===== config.mk =====
export PLATFORM = sky130hd
export DESIGN_NAME = vc_burst_adaptor
export DESIGN_NICKNAME = d
export VERILOG_FILES = /design/src/rtl/vc_burst_adaptor.sv
export SDC_FILE = /design/constraint.sdc
export NUM_CORES = 1
export LEC_CHECK = 0
export CORE_AREA = 2 2 281 283
export DETAILED_ROUTE_END_ITERATION = 8
export DIE_AREA = 0 0 283 285
export GPL_ROUTABILITY_DRIVEN = 0
export GPL_TIMING_DRIVEN = 0
export PLACE_DENSITY_LB_ADDON = 0.05
export RECOVER_POWER = 100
export SLEW_MARGIN = 25
export SYNTH_ARGS = -nofsm -noshare
export SYNTH_HDL_FRONTEND = slang
export SYNTH_SLANG_ARGS = --single-unit

===== constraint.sdc =====
create_clock -name clk -period 21.8 [get_ports clk]
set_input_delay 4.36 -clock clk [delete_from_list [all_inputs] [get_ports clk]]
set_output_delay 4.36 -clock clk [all_outputs]
set_load 0.05 [all_outputs]

===== src/rtl/vc_burst_adaptor.sv =====
`default_nettype none
// ============================================================================
//  Module      : vc_burst_adaptor
//  Description : Turns one cache-line read/write into a multi-beat burst on the
//                physical-memory bus and returns a single line-wide response.
//  Revision    : 1.0  initial release
// ============================================================================
module vc_burst_adaptor #(
    parameter int LINE_W  = 256,
    parameter int BURST_W = 64,
    parameter int ADDR_W  = 32
) (
    input  logic               clk,
    input  logic               rst,
    input  logic [ADDR_W-1:0]  address_i,
    input  logic [LINE_W-1:0]  line_i,
    input  logic               read_i,
    input  logic               write_i,
    output logic [LINE_W-1:0]  line_o,
    output logic               resp_o,
    output logic [ADDR_W-1:0]  address_o,
    output logic [BURST_W-1:0] burst_o,
    output logic               read_o,
    output logic               write_o,
    input  logic [BURST_W-1:0] burst_i,
    input  logic               resp_i
);

    localparam int BEATS = LINE_W / BURST_W;
    localparam int CNT_W = (BEATS > 1) ? $clog2(BEATS) : 1;
    localparam int OFF_W = $clog2(LINE_W / 8);

    localparam logic [CNT_W-1:0] c_last_beat = CNT_W'(BEATS - 1);

    typedef enum logic [1:0] {
        ST_IDLE = 2'd0,
        ST_RD   = 2'd1,
        ST_WR   = 2'd2,
        ST_DONE = 2'd3
    } state_t;

    state_t             r_state;
    state_t             w_state_next;
    logic [CNT_W-1:0]   r_cnt;
    logic [LINE_W-1:0]  r_wline;
    logic               w_last_ack;

    assign w_last_ack = resp_i && (r_cnt == c_last_beat);

    always_ff @(posedge clk or posedge rst) begin
        if (rst) begin
            r_state <= ST_IDLE;
        end else begin
            r_state <= w_state_next;
        end
    end

    always_comb begin
        w_state_next = r_state;
        read_o       = 1'b0;
        write_o      = 1'b0;
        resp_o       = 1'b0;
        case (r_state)
            ST_IDLE: begin
                // write wins if the controller ever raises both
                if (write_i) begin
                    w_state_next = ST_WR;
                end else if (read_i) begin
                    w_state_next = ST_RD;
                end
            end
            ST_RD: begin
                read_o = 1'b1;
                if (w_last_ack) begin
                    w_state_next = ST_DONE;
                end
            end
            ST_WR: begin
                write_o = 1'b1;
                if (w_last_ack) begin
                    w_state_next = ST_DONE;
                end
            end
            ST_DONE: begin
                resp_o       = 1'b1;
                w_state_next = ST_IDLE;
            end
            default: begin
                w_state_next = ST_IDLE;
            end
        endcase
    end

    always_ff @(posedge clk or posedge rst) begin
        if (rst) begin
            r_cnt     <= '0;
            r_wline   <= '0;
            line_o    <= '0;
            address_o <= '0;
        end else begin
            case (r_state)
                ST_IDLE: begin
                    r_cnt <= '0;
                    if (write_i || read_i) begin
                        address_o <= {address_i[ADDR_W-1:OFF_W], {OFF_W{1'b0}}};
                    end
                    if (write_i) begin
                        r_wline <= line_i;
                    end
                end
                ST_RD: begin
                    if (resp_i) begin
                        for (int b = 0; b < BEATS; b++) begin
                            if (r_cnt == CNT_W'(b)) begin
                                line_o[b*BURST_W +: BURST_W] <= burst_i;
                            end
                        end
                        // the counter parks on the last beat instead of wrapping
                        if (r_cnt != c_last_beat) begin
                            r_cnt <= r_cnt + CNT_W'(1);
                        end
                    end
                end
                ST_WR: begin
                    if (resp_i && (r_cnt != c_last_beat)) begin
                        r_cnt <= r_cnt + CNT_W'(1);
                    end
                end
                default: begin
                end
            endcase
        end
    end

    always_comb begin
        burst_o = '0;
        if (r_state == ST_WR) begin
            for (int b = 0; b < BEATS; b++) begin
                if (r_cnt == CNT_W'(b)) begin
                    burst_o = r_wline[b*BURST_W +: BURST_W];
                end
            end
        end
    end

endmodule
`default_nettype wire


== Yosys cells after proc, flatten, opt, wreduce, memory -nomap -nowiden ==
Index checks and enable logic that the tools add are counted.
Word-level totals
  flip-flop bits (word level): 543
  word-level logic and storage cells: 52
  output and inout port bits: 355
  input bits: 357
Operators by class
  reduce and logical (&&, ||, !) cells: 15
  $add $sub $neg: 1
  mux-type cells: 16
  equal/unequal tests: 12
Operators by type and width (number)
  $mux 64: 5
  $mux 2: 6
  $pmux 2 s3: 2
  $reduce_and 3->1: 4
  $eq 2x2->1 const B: 4
  $ne 2x2->1 const B: 4
  $reduce_and 2->1: 3
  $eq 2x1->1 const B: 2
  $logic_not 2->1: 2
  $reduce_and 4->1: 1
  $mux 1: 3
  $ne 3x3->1 const B: 1
  $reduce_bool 3->1: 1
  $add 2x1->2 const B: 1
  $logic_and 1x1->1: 2
  $ne 2x1->1 const B: 1
  $reduce_or 2->1: 1
  $logic_or 1x1->1: 1

== Depth between registers and ports, before layout ==
  word-level depth: 6
  depth in mapped cells: 7
  depth with buffers taken out: 5

== Worst setup path after synthesis ==
No wires, ideal clock.
  kind: flip-flop to output port
  from: reg r_state[0]
  to: out burst_o[10]
  stages on the path, launching flop included: 7
  arrival time: 2.693 ns
  buffers on the path: 2
  setup slack: 14.747 ns
  data required time: 17.440 ns
  path through: dfrtp_1 inv_1 ha_1 nand2b_1 buf_2 clkbuf_1 o31ai_1
On the way
  word-level cells in the longest chain between the ends: 2
Ends and longest elaborated chain
  start: declaration: line 42  | state_t r_state;
  start signal: assignment: line 54  | r_state <= w_state_next;
  $eq 2x2->1: line 137  | if (r_state == ST_WR) begin
  $mux 64: line 137
  end: declaration: line 22  | output logic [BURST_W-1:0] burst_o,
No other way between the ends.

==> metrics.txt <==
PortBufs 700; worst path required time around 22 ns; failing checks max-capacitance violations, max-slew violations; met3 wire length 6710 µm; share of layout cells above drive strength 1 0.286; Synth top area share 0.603; Slew headroom -2.35; Crit Path Max Fanout 76; area leader, netlist dfrtp_1; Setup crit start kind input pin; synthesized instance count 1,488; Die Span X ~280 µm; Final setup viols 0; post-DP HPWL 62,200 µm; # IOs 712; final worst slack about 10 ns; Compound-Gate Fraction of Synth Area 0.0475; Clock Skew 0.0245 ns; area grow syn2layout 45.4%; row cnt 103; Cell Pwr Density 174 mW/mm²; wire per inst 24.3 µm; final WL 82,200 µm; initial antenna violation count 37; CTS tree built; max_cap viols 8; Post-CTS Hold Fix Bufs 0; vias in the first global route between 15k and 20k; DR WL met2 approximately 42,000 µm; CP Data Arrival Time 11.78 ns; crit path time final 12.05 ns; simple logic cell fraction of the synthesized area 0.0354; post-route met1 wirelength 31,100 µm; Post-Synth XOR/XNOR Area 0; gr ovfl total 0; drt pass-1 iters 4; CTS resizes 0; core area 0.0780 mm²; WS Path Type input pin to async pin; largest family of logic cells by synthesized area multiplexers; top-count cell post-synth dfrtp_1; crit path capture type async pin; worst slack, placed approximately 14 ns; Max VDD drop about 74 µV; HP Class register to register; Final #Nets about 2.6k; htree depth 3; post-route clock period utilization 0.553; DRC 0; RSZ-0062 raised after global routing no; first-pass GRT wire length 119,000 µm; Post-synth EDFFs 0; largest net degree at the start of global routing 90; Max Root-Sink Buffers 3; sequential area share after synthesis 0.603; Leak about 0.014 µW; post-synth cell types 23; Die Area 0.0807 mm²; DR vias 15.7k; Post-Syn Area per Cell 15.1 µm²; status finished with violations; top cells by area, synth dfrtp_1 (60%), mux2_2 (27%), a221oi_1 (2.4%); fmax ~83 MHz; worst slew pin tran 5.02 ns; total track usage 0.201; Starting Density 0.289; drt via density 4.65; setup bufs post-CTS 0; Max Used Layer met5; Clock Pin Slew Worst Setup and Hold Paths 0.05 ns; r2r setup slk 19.10 ns; most frequent cells after synthesis dfrtp_1 (543), mux2_2 (539), nor2b_1 (65); Synth Area in Adders 0.00500; Util after Layout 0.420; initial DRC count 566; Die Ht 285 µm; Syn. warnings 0; clock sinks 543; final antenna-violating net count 0; Synth Cell Area 0.0225 mm²; Post-synth top flop dfrtp_1; Slew Viols, Final 542; multiplexer share of the synthesized area 0.272; CTS Buf Count 68; Synth Register Bits 543; final hold viol count 0; fraction of registers with async set/reset 1.00; latest clock arrival within the worst-skew pair 0.60 ns; Layout fillers 7,406; Root Driver clkbuf_16
[registers in the layout (all words and copies together), names as in the netlist]
| signal | cells |
|---|---|
| address_o | 27 |
| line_o | 256 |
| r_cnt | 2 |
| r_wline | 256 |
| r_state | 2 |
[path summary, 6_finish.rpt]
kind                              from            end  depth (start not counted)
hold reg to reg            line_o[203]    line_o[203]                          1
min in group asynchronous          rst  address_o[23]                          2
setup reg to reg            r_state[0]    r_wline[63]                          6
hold / removal             line_o[203]    line_o[203]                          1
max in group clk            r_state[0]     burst_o[1]                          7
setup / recovery                   rst   r_wline[241]                          4
[worst max-delay path, cell delays in order]
cell,delay [ns]
dlygate4sd3_1,0.54
clkinvlp_2,0.64
clkbuf_1,2.96
clkbuf_1,3.08
[kinds of logic after synthesis]
group | Yosys count
multiplexers | 545
flip-flops | 543
AND/OR/NAND/NOR | 141
AO/OA/AOI/OAI | 133
buffers and inverters | 116
adder cells (fa/ha/maj) | 9
other | 1
[through the flow]
step	setup TNS (ns)	total power [µW]	hold WS, ns	std cells	area, µm²
after floorplan	0	3700	0.479	1492	22500
after global placement	-2846.68	4780	0.487	3242	30900
after detailed placement	0	4820	0.491	3249	31100
after CTS	0	5950	0.504	3370	33300
after global routing	0	6000	0.507	3383	32700
final	0	5710	0.495	3389	32800
[report_power, final]
part	internal, µW	switching (µW)	total [µW]
sequential	1510	243	1760
combinational	1020	1830	2850
clock	662	445	1110
[metal layers]
layer,vias up,global-route usage
li1,7027,-
met1,8038,0.224
met2,496,0.348
met3,154,0.0719
met4,34,0.0793
met5,-,0
[cell type report]
class                   count  area (µm²)  share of cell area
multi-input cells         833        8110               0.247
repair buffers            707        7030               0.215
clock buffers             107        2060              0.0629
flip-flops and latches    543       13600               0.415
inverters                   6        23.8            0.000726
clock inverters            14         131             0.00401
diodes                     19        47.5             0.00145
plain buffers             110         457              0.0139
well taps                1050        1310              0.0401
[cell usage in the layout, fill, tap and decap left out, types with 3 or more instances in the layout]
cell type	n
a221oi_1	63
buf_2	17
buf_4	6
clkbuf_1	115
clkbuf_16	71
clkbuf_8	15
clkdlybuf4s50_1	348
clkinv_2	7
conb_1	5
dfrtp_1	543
diode_2	19
dlygate4sd3_1	352
ha_1	9
inv_1	5
mux2_2	539
mux2i_1	6
nand2_1	6
nand3_1	67
nor2b_1	65
o21ai_0	3
o31ai_1	63
(Power assumes the default switching activity.)
